<file path="src/rtl/fp_normalize_sequencer_if.sv">
// Handshake bundle between the adder core, the normalizer and the rounding stage.
interface fp_normalize_sequencer_if #(
    parameter int unsigned MANT_WIDTH = 24,
    parameter int unsigned EXP_WIDTH  = 8
);
    logic                  in_valid;
    logic                  in_ready;
    logic [MANT_WIDTH-1:0] in_mant;
    logic [EXP_WIDTH-1:0]  in_exp;
    logic                  out_valid;
    logic                  out_ready;
    logic [MANT_WIDTH-1:0] out_mant;
    logic [EXP_WIDTH-1:0]  out_exp;
    logic                  out_zero;
    logic                  out_uflow;
    logic                  busy;

    modport master (
        output in_valid, in_mant, in_exp, out_ready,
        input  in_ready, out_valid, out_mant, out_exp, out_zero, out_uflow, busy
    );

    modport slave (
        input  in_valid, in_mant, in_exp, out_ready,
        output in_ready, out_valid, out_mant, out_exp, out_zero, out_uflow, busy
    );
endinterface

</file>
<file path="src/rtl/fp_normalize_sequencer.sv">
// Multi-cycle mantissa normalizer: leading-one scan, clamped left shift, exponent adjust.
// Define FP_NORM_FULL_LOD_EN to use one full-width leading-one detector (single scan cycle).
module fp_normalize_sequencer #(
    parameter int unsigned MANT_WIDTH = 24,
    parameter int unsigned EXP_WIDTH  = 8,
    parameter int unsigned CHUNK      = 8
) (
    input  logic                     clk,
    input  logic                     rst,
    fp_normalize_sequencer_if.slave  bus
);
    localparam int unsigned NCHUNK = MANT_WIDTH / CHUNK;
    localparam int unsigned KW     = (NCHUNK > 1) ? $clog2(NCHUNK) : 1;
    localparam int unsigned LZW    = (MANT_WIDTH > 1) ? $clog2(MANT_WIDTH) : 1;
    localparam int unsigned CPW    = (CHUNK > 1) ? $clog2(CHUNK) : 1;

    typedef enum logic [1:0] {IDLE, SCAN, SHIFT, DONE} state_t;

    state_t                state_q, state_d;
    logic [MANT_WIDTH-1:0] mant_q, mant_d;
    logic [EXP_WIDTH-1:0]  exp_q, exp_d;
    logic [LZW-1:0]        lz_q, lz_d;
    logic [MANT_WIDTH-1:0] out_mant_q, out_mant_d;
    logic [EXP_WIDTH-1:0]  out_exp_q, out_exp_d;
    logic                  out_zero_q, out_zero_d;
    logic                  out_uflow_q, out_uflow_d;
    logic                  out_valid_q, out_valid_d;
    logic                  in_ready_q, in_ready_d;
    logic                  busy_q, busy_d;
    int unsigned           lz_u_c, exp_u_c, sh_c;

`ifdef FP_NORM_FULL_LOD_EN
    logic [LZW-1:0]        lead_c;

    // Full-width detector: highest set bit of the whole mantissa
    always_comb begin
        lead_c = '0;
        for (int i = 0; i < int'(MANT_WIDTH); i++) begin
            if (mant_q[i]) lead_c = LZW'(i);
        end
    end
`else
    logic [KW-1:0]         k_q, k_d;
    logic [MANT_WIDTH-1:0] aligned_c;
    logic [CHUNK-1:0]      slice_c;
    logic [CPW-1:0]        lead_c;
    logic                  hit_c;

    // Shared narrow detector on slice k, counted from the MSB end
    always_comb begin
        aligned_c = mant_q << (32'(k_q) * CHUNK);
        slice_c   = aligned_c[MANT_WIDTH-1 -: CHUNK];
        lead_c    = '0;
        hit_c     = 1'b0;
        for (int i = 0; i < int'(CHUNK); i++) begin
            if (slice_c[i]) begin
                lead_c = CPW'(i);
                hit_c  = 1'b1;
            end
        end
    end
`endif

    // Next-state and datapath updates
    always_comb begin
        state_d     = state_q;
        mant_d      = mant_q;
        exp_d       = exp_q;
        lz_d        = lz_q;
        out_mant_d  = out_mant_q;
        out_exp_d   = out_exp_q;
        out_zero_d  = out_zero_q;
        out_uflow_d = out_uflow_q;
        out_valid_d = out_valid_q;
`ifndef FP_NORM_FULL_LOD_EN
        k_d         = k_q;
`endif
        lz_u_c      = 32'(lz_q);
        exp_u_c     = 32'(exp_q);
        sh_c        = (lz_u_c < exp_u_c) ? lz_u_c : exp_u_c;

        case (state_q)
            IDLE: begin
                if (bus.in_valid && in_ready_q) begin
                    mant_d      = bus.in_mant;
                    exp_d       = bus.in_exp;
                    out_zero_d  = 1'b0;
                    out_uflow_d = 1'b0;
`ifndef FP_NORM_FULL_LOD_EN
                    k_d         = '0;
`endif
                    if (bus.in_mant == '0) begin
                        out_zero_d = 1'b1;
                        out_mant_d = '0;
                        out_exp_d  = '0;
                        state_d    = DONE;
                    end else begin
                        state_d = SCAN;
                    end
                end
            end
            SCAN: begin
`ifdef FP_NORM_FULL_LOD_EN
                lz_d    = LZW'(MANT_WIDTH - 1 - 32'(lead_c));
                state_d = SHIFT;
`else
                if (hit_c) begin
                    lz_d    = LZW'(32'(k_q) * CHUNK + CHUNK - 1 - 32'(lead_c));
                    state_d = SHIFT;
                end else begin
                    k_d = k_q + KW'(1);
                end
`endif
            end
            SHIFT: begin
                // Shift is clamped by the exponent so it never wraps below zero
                out_mant_d  = mant_q << sh_c;
                out_exp_d   = EXP_WIDTH'(exp_u_c - sh_c);
                out_uflow_d = (lz_u_c > exp_u_c);
                state_d     = DONE;
            end
            DONE: begin
                out_valid_d = 1'b1;
                if (out_valid_q && bus.out_ready) begin
                    out_valid_d = 1'b0;
                    state_d     = IDLE;
                end
            end
            default: state_d = IDLE;
        endcase

        in_ready_d = (state_d == IDLE);
        busy_d     = (state_d != IDLE);
    end

    always_ff @(posedge clk or posedge rst) begin
        if (rst) state_q <= IDLE;
        else     state_q <= state_d;
    end

    always_ff @(posedge clk or posedge rst) begin
        if (rst) begin
            mant_q      <= '0;
            exp_q       <= '0;
            lz_q        <= '0;
            out_mant_q  <= '0;
            out_exp_q   <= '0;
            out_zero_q  <= 1'b0;
            out_uflow_q <= 1'b0;
            out_valid_q <= 1'b0;
            in_ready_q  <= 1'b1;
            busy_q      <= 1'b0;
`ifndef FP_NORM_FULL_LOD_EN
            k_q         <= '0;
`endif
        end else begin
            mant_q      <= mant_d;
            exp_q       <= exp_d;
            lz_q        <= lz_d;
            out_mant_q  <= out_mant_d;
            out_exp_q   <= out_exp_d;
            out_zero_q  <= out_zero_d;
            out_uflow_q <= out_uflow_d;
            out_valid_q <= out_valid_d;
            in_ready_q  <= in_ready_d;
            busy_q      <= busy_d;
`ifndef FP_NORM_FULL_LOD_EN
            k_q         <= k_d;
`endif
        end
    end

    assign bus.in_ready  = in_ready_q;
    assign bus.out_valid = out_valid_q;
    assign bus.out_mant  = out_mant_q;
    assign bus.out_exp   = out_exp_q;
    assign bus.out_zero  = out_zero_q;
    assign bus.out_uflow = out_uflow_q;
    assign bus.busy      = busy_q;
endmodule

</file>
<file path="src/flat_wrapper.sv">
// flat-port wrapper written by rule: the top's interface ports become plain ports
module fp_normalize_sequencer_flat 
#(
    parameter int unsigned MANT_WIDTH = 24,
    parameter int unsigned EXP_WIDTH  = 8,
    parameter int unsigned CHUNK      = 8
)
  (clk, rst, bus_in_valid, bus_in_mant, bus_in_exp, bus_out_ready, bus_in_ready, bus_out_valid, bus_out_mant, bus_out_exp, bus_out_zero, bus_out_uflow, bus_busy);
  fp_normalize_sequencer_if #(.MANT_WIDTH(MANT_WIDTH), .EXP_WIDTH(EXP_WIDTH)) bus_i ();
  input  logic clk;
  input  logic rst;
  input wire logic [$bits(bus_i.in_valid)-1:0] bus_in_valid;
  input wire logic [$bits(bus_i.in_mant)-1:0] bus_in_mant;
  input wire logic [$bits(bus_i.in_exp)-1:0] bus_in_exp;
  input wire logic [$bits(bus_i.out_ready)-1:0] bus_out_ready;
  output wire logic [$bits(bus_i.in_ready)-1:0] bus_in_ready;
  output wire logic [$bits(bus_i.out_valid)-1:0] bus_out_valid;
  output wire logic [$bits(bus_i.out_mant)-1:0] bus_out_mant;
  output wire logic [$bits(bus_i.out_exp)-1:0] bus_out_exp;
  output wire logic [$bits(bus_i.out_zero)-1:0] bus_out_zero;
  output wire logic [$bits(bus_i.out_uflow)-1:0] bus_out_uflow;
  output wire logic [$bits(bus_i.busy)-1:0] bus_busy;
  assign bus_i.in_valid = bus_in_valid;
  assign bus_i.in_mant = bus_in_mant;
  assign bus_i.in_exp = bus_in_exp;
  assign bus_i.out_ready = bus_out_ready;
  assign bus_in_ready = bus_i.in_ready;
  assign bus_out_valid = bus_i.out_valid;
  assign bus_out_mant = bus_i.out_mant;
  assign bus_out_exp = bus_i.out_exp;
  assign bus_out_zero = bus_i.out_zero;
  assign bus_out_uflow = bus_i.out_uflow;
  assign bus_busy = bus_i.busy;
  fp_normalize_sequencer #(.MANT_WIDTH(MANT_WIDTH), .EXP_WIDTH(EXP_WIDTH), .CHUNK(CHUNK)) u_core (.clk(clk), .rst(rst), .bus(bus_i));
endmodule
</file>
<file path="config.mk">
export PLATFORM = sky130hd
export DESIGN_NAME = fp_normalize_sequencer_flat
export DESIGN_NICKNAME = d
export VERILOG_FILES = /design/src/rtl/fp_normalize_sequencer_if.sv /design/src/rtl/fp_normalize_sequencer.sv /design/src/flat_wrapper.sv
export SDC_FILE = /design/constraint.sdc
export NUM_CORES = 1
export LEC_CHECK = 0
export CORE_MARGIN = 3
export CORE_UTILIZATION = 35
export DETAILED_ROUTE_END_ITERATION = 7
export SETUP_SLACK_MARGIN = 0.15
export SKIP_LAST_GASP = 1
export SLEW_MARGIN = 5
export SYNTH_ARGS = -nofsm -noshare
export SYNTH_HDL_FRONTEND = slang
export SYNTH_SLANG_ARGS = --single-unit
</file>
<file path="constraint.sdc">
create_clock -name clk -period 4.2 [get_ports clk]
set_clock_uncertainty 0.15 [all_clocks]
set_input_delay 0.63 -clock clk [delete_from_list [all_inputs] [get_ports clk]]
set_output_delay 0.63 -clock clk [all_outputs]
set_load 0.05 [all_outputs]
</file>
# Yosys cells after proc, flatten, opt, wreduce, memory -nomap -nowiden
# Index checks and enable logic that the tools add are counted.
# Widths: inputs -> output; s select.
[classes] n_reduce_logical=13 add_sub_neg=5 n_eq_ne=6 order_cmp=2 muxes=34 n_shift=2
[op_table] operator="$mux 24" n=2
[op_table] operator="$pmux 24 s2" n=1
[op_table] operator="$shl 24x32->24" n=1
[op_table] operator="$logic_not 24->1" n=1
[op_table] operator="$mux 8" n=3
[op_table] operator="$shl 24x5->24" n=1
[op_table] operator="$mux 2" n=8
[op_table] operator="$pmux 8 s2" n=1
[op_table] operator="$mux 1" n=12
[op_table] operator="$mux 3" n=4
[op_table] operator="$gt 5x8->1" n=1
[op_table] operator="$lt 5x8->1" n=1
[op_table] operator="$pmux 2 s4" n=1
[op_table] operator="$sub 8x8->8" n=1
[op_table] operator="$reduce_and 2->1" n=3
[op_table] operator="$reduce_and 3->1" n=2
[op_table] operator="$reduce_bool 2->1" n=3
[op_table] operator="$add 5x4->5 const B" n=1
[op_table] operator="$sub 5x1->5 const B" n=1
[op_table] operator="$sub 5x3->5" n=1
[op_table] operator="$eq 2x2->1 const B" n=2
[op_table] operator="$logic_not 2->1" n=2
[op_table] operator="$ne 2x1->1 const B" n=2
[op_table] operator="$pmux 2 s2" n=1
[op_table] operator="other kinds (5)" n=6
[totals] register_bits=78 elab_cells=74 in_bits=36 output_inout_bits=37

# Longest topological paths before layout
[logic_depth] ltp_word=12 mapped_depth=17 depth_no_buf=16

# Worst setup path before layout
# No wires, ideal clock.
[synth_timing] path_type="flip-flop to flip-flop" from="register u_core.exp_q[3]" to="register u_core.out_exp_q[7], in the netlist u_core.bus.out_exp[7]" slack_ns=0.371 stages_incl_launch_ff=18 t_arrival_ns=3.596 synth_period_minus_slack_ns=3.829 path_buffers=1 setup_ns=0.083 t_required_ns=3.967 cell_sequence="dfrtp_1 -> inv_1 -> ha_1 -> and2_1 -> or3_4 -> o211ai_4 -> mux2_4 -> inv_2 -> buf_1 -> ha_1 -> nor2b_1 -> o21ai_0 -> nand2b_1 -> a21o_1 -> a21oi_1 -> nand2_1 -> xor2_1 -> o21ai_0"
[synth_between] elab_chain_cells=4
[synth_rtl] element="start, declared" line_no="fp_normalize_sequencer.sv:21" rtl="logic [EXP_WIDTH-1:0] exp_q, exp_d;"
[synth_rtl] element="start signal, assigned" line_no="fp_normalize_sequencer.sv:158" rtl="exp_q <= exp_d;"
[synth_rtl] element="$lt 5x8->1" line_no="fp_normalize_sequencer.sv:80" rtl="sh_c = (lz_u_c < exp_u_c) ? lz_u_c : exp_u_c;"
[synth_rtl] element="$mux 8" line_no="fp_normalize_sequencer.sv:80"
[synth_rtl] element="$sub 8x8->8 *" line_no="fp_normalize_sequencer.sv:118" rtl="out_exp_d = EXP_WIDTH'(exp_u_c - sh_c);"
[synth_rtl] element="$pmux 8 s2 *" line_no="fp_normalize_sequencer.sv:82" rtl="case (state_q)"
[synth_rtl] element="end signal, assigned" line_no="fp_normalize_sequencer.sv:161" rtl="out_exp_q <= out_exp_d;"
[synth_rtl] element="end, declared" line_no="fp_normalize_sequencer.sv:24" rtl="logic [EXP_WIDTH-1:0] out_exp_q, out_exp_d;"
# Every way passes the cells marked *; elsewhere a longest branch is shown, timed or not.
# A chain may end at the register's enable or synchronous reset.

# Worst setup path in the final report
# Ends and elaborated chain as after synthesis.

==> flow_results.org <==
** GRT
- The via count of the first global-routing pass was 4,351.
- Initial antenna violation count :: 0
- Maximum number of pins on one net before global-route repair :: 55
- The first global-routing pass estimated 24,100 um of wire.
- Global-route total usage across every layer :: 19.4%
- After global routing the overflow that remains totals 0.

** Worst setup path
- Arrival @ worst endpoint :: 3920 ps
- In this run the critical register-to-register path is captured at u_core.bus.out_exp[7].
- For the worst flop-to-flop path, the logic depth is 16.
- The worst setup path is launched from a flip-flop.
- Critical path peak fanout :: 24
- The worst register-to-register path begins at u_core.exp_q[3].
- For the worst setup path, the data required time is 4310 ps.
- The setup check on the worst reg-to-reg path leaves a slack of 390 ps.
- Nature of the critical path endpoint :: flip-flop
- Start-to-end type of the worst setup path :: flip-flop to flip-flop

** Synth
- Most used DFF post-synth :: dfrtp_1
- The average instance in the mapped netlist occupies 8.58 um^2.
- In this run the cell area of the synthesized design comes to 4910 um^2.
- By area the synthesized netlist is led by dfrtp_1, nand2_1, mux2i_1.
- Synthesis produced a netlist whose cell count is 572.
- Synthesis instantiated 70 different standard cells from the library.
- Share of flip-flops with an asynchronous set or reset after synthesis :: 100%
- Area share of the largest cell type after synthesis :: 39.3%
- Library cell occupying the most area in the post-synthesis netlist :: dfrtp_1
- Syn Nets :: 619
- In this run, synthesis produced a sequential element count of 78.
- Number of flops mapped to enable cells by yosys :: 0
- Total number of yosys warnings :: 0
- For this run, the register share of the synthesized area comes to 39.8%.

** Floorplanning
- Width of the chip :: 124 um
- Pin placement for this block handled 73 I/O pins.
- The die covers 15,500 um^2.
- Die Y-Extent :: 124 um
- Starting Density :: 36.5%
- The total area inside the core boundary comes to 13,500 um^2.
- Standard-cell row count :: 42

** Drt
- DRC marker count from the first detailed-route iteration :: 268
- Remaining routing DRC violations :: 0
- Via Count :: 4,584
- Routed Wire Length :: 15,100 um
- For this run, the detailed router's first-pass iteration total came to 5.
- Average routed wire per standard cell :: 18.5 um
- Average via count per standard cell :: 5.60
- Remaining antenna violation count after routing :: 0

** Timing
- Final Slew Violations :: 0
- Measured against its own limit, the worst slew margin works out to 36.4%.
- Total Negative Setup Slacks :: 0 ps
- For the pin with the worst max-slew slack, the measured transition is 953 ps.
- Final critical-path required period :: 3810 ps
- Setup violations remaining at the end of the flow were counted as 0.
- Final hold vios :: 0
- Setup repair after global routing missed its margin :: false
- Dividing the final minimum period by the clock period gives 90.7%.
- Static timing analysis puts the maximum clock frequency at 0.262 GHz.

** Placement
- Routability-driven placement finished with a final weighted congestion of 0.909.
- Input and output buffers added on the ports amount to 72.
- Detailed Place HPWL :: 11,500 um

** Clock network
- Clock tree from TritonCTS :: built
- For the worst-skew pair, the clock arrives at the later sink with an insertion delay of 340 ps.
- For this design, the sink count on the clock tree is 78.
- The H-tree was split into 3 levels.
- Buffer depth of the longest clock path :: 2
- Clock tree synthesis selected as its root buffer the cell clkbuf_16.
- Clock transition time at the flip-flop clock pins of the worst setup and hold paths :: 60 ps
- Buffers inserted during clock tree synthesis total 9.
- Buffer count from post-CTS setup fixing :: 0
- Once the clock tree was built, the resizer swapped 0 gates to a different size.
- CTS Hold Buffers Added :: 0

** Outcome
- The run finished with clean final reports.

** Min path
- The startpoint identified for the worst hold timing path is u_core.bus.out_zero.
- Counting instances, the worst hold path has a depth of 1.
- Hold Crit Endpoint :: u_core.bus.out_zero
- Type of the tightest min-delay check :: flip-flop to flip-flop

** Final layout
- Area growth from synthesis to layout :: 24.2%
- Count of fill cells added during filler insertion :: 1,390
- Summing all flip-flop and latch instances after layout gives 1950 um^2.
- Diode insertion count for antenna repair :: 0
- In the final layout, the share of cells above drive strength 1 is 7.79%.
- Final net count :: 684
- Multi-input logic area :: 2760 um^2

** Job
- Across the run, the number of max-cap violations was 0.
-- placed cells by master (no fill, tap or decap), drive strengths merged, types with 6 or more instances in the layout --
master	n
nand2	138
mux2i	21
dfrtp	77
and3	7
and2	8
a211oi	13
clkdlybuf4s50	72
o2bb2ai	6
o22ai	7
a21oi	25
mux2	8
nor4	7
clkbuf	15
o21ai	36
a22o	7
nor2	24
nor2b	6
nand3	30
nor3	8
inv	12
buf	12
ha	10
o211ai	7
a311oi	6
a21o	6
-- cell usage after synthesis, drive strengths merged, types with 4 or more instances --
library cell,instances
nand2,138
dfrtp,77
o21ai,36
nand3,30
a21oi,25
nor2,24
mux2i,21
clkbuf,17
a211oi,13
buf,13
inv,13
ha,10
and2,8
mux2,8
nor3,8
a22o,7
and3,7
nor4,7
o211ai,7
o22ai,7
a21o,6
a311oi,6
nor2b,6
o2bb2ai,6
a31oi,5
o31ai,5
a32oi,4
nand2b,4
o211a,4
or2,4
xnor2,4
-- registers in the layout (all words and copies together) (netlist names), 2 cells and up --
signal,flops
u_core.k_q,2
u_core.bus.out_mant,24
u_core.exp_q,8
u_core.lz_q,5
u_core.bus.out_exp,8
u_core.state_q,2
u_core.mant_q,24
-- worst max-delay path, stage by stage (launching register included) --
cell	delay, ps
dfrtp_1	410
inv_1	80
ha_1	280
and2_1	160
or3_4	390
o211ai_4	320
mux2_4	460
inv_2	90
ha_1	220
nor2b_1	130
o21ai_0	150
nand2b_1	100
a21o_1	190
a21oi_1	210
nand2_1	100
xor2_1	140
o21ai_0	130
-- per-layer routing --
metal | GRT usage [%] | up-vias | routed length [um]
met1 | 27.2 | 2180 | 7280
met4 | 7.61 | 0 | 372
met5 | 0 | - | 0
met3 | 4.07 | 28 | 873
li1 | - | 2220 | -
met2 | 29.2 | 156 | 6590
-- logic make-up after synthesis --
logic type	after synthesis	synth area share, %
AOI/OAI and AO/OA	156	22.3
xor gates and xnor gates	7	1.25
buffers and inverters	44	3.98
muxes	29	6.27
adders and majority gates	11	2.96
and+or+nand+nor	247	23.5
DFF	78	39.8
-- stage by stage --
step	hold slack [ps]	area, um^2	std cells	utilization (%)	worst slack, ps
6_report	326	6100	818	45.3	390
3_5_place_dp	319	5800	802	43.1	408
2_1_floorplan	317	4910	572	-	371
5_1_grt	358	6100	818	45.3	161
3_3_place_gp	311	5800	802	43.1	473
4_1_cts	333	6100	818	45.3	400
-- cell type report --
class	instances	share of cell area (%)
clock inverters	1	0.493
multi-input cells	450	45.3
inverters	14	0.882
clock buffers	15	4.39
flip-flops and latches	78	32.0
repair buffers	84	13.3
well taps	176	3.61
-- worst max path at each step --
stage               startpoint                    end  depth (start not counted)
2_1_floorplan  u_core.exp_q[3]  u_core.bus.out_exp[7]                         17
3_3_place_gp   u_core.exp_q[3]  u_core.bus.out_exp[7]                         16
3_5_place_dp   u_core.exp_q[3]  u_core.bus.out_exp[7]                         16
4_1_cts        u_core.exp_q[3]  u_core.bus.out_exp[7]                         16
5_1_grt        u_core.exp_q[3]  u_core.bus.out_exp[7]                         16
6_report       u_core.exp_q[3]  u_core.bus.out_exp[7]                         16
Power is not shown: default switching activity piles up to over one toggle a cycle in this logic, so the estimate is an artifact.
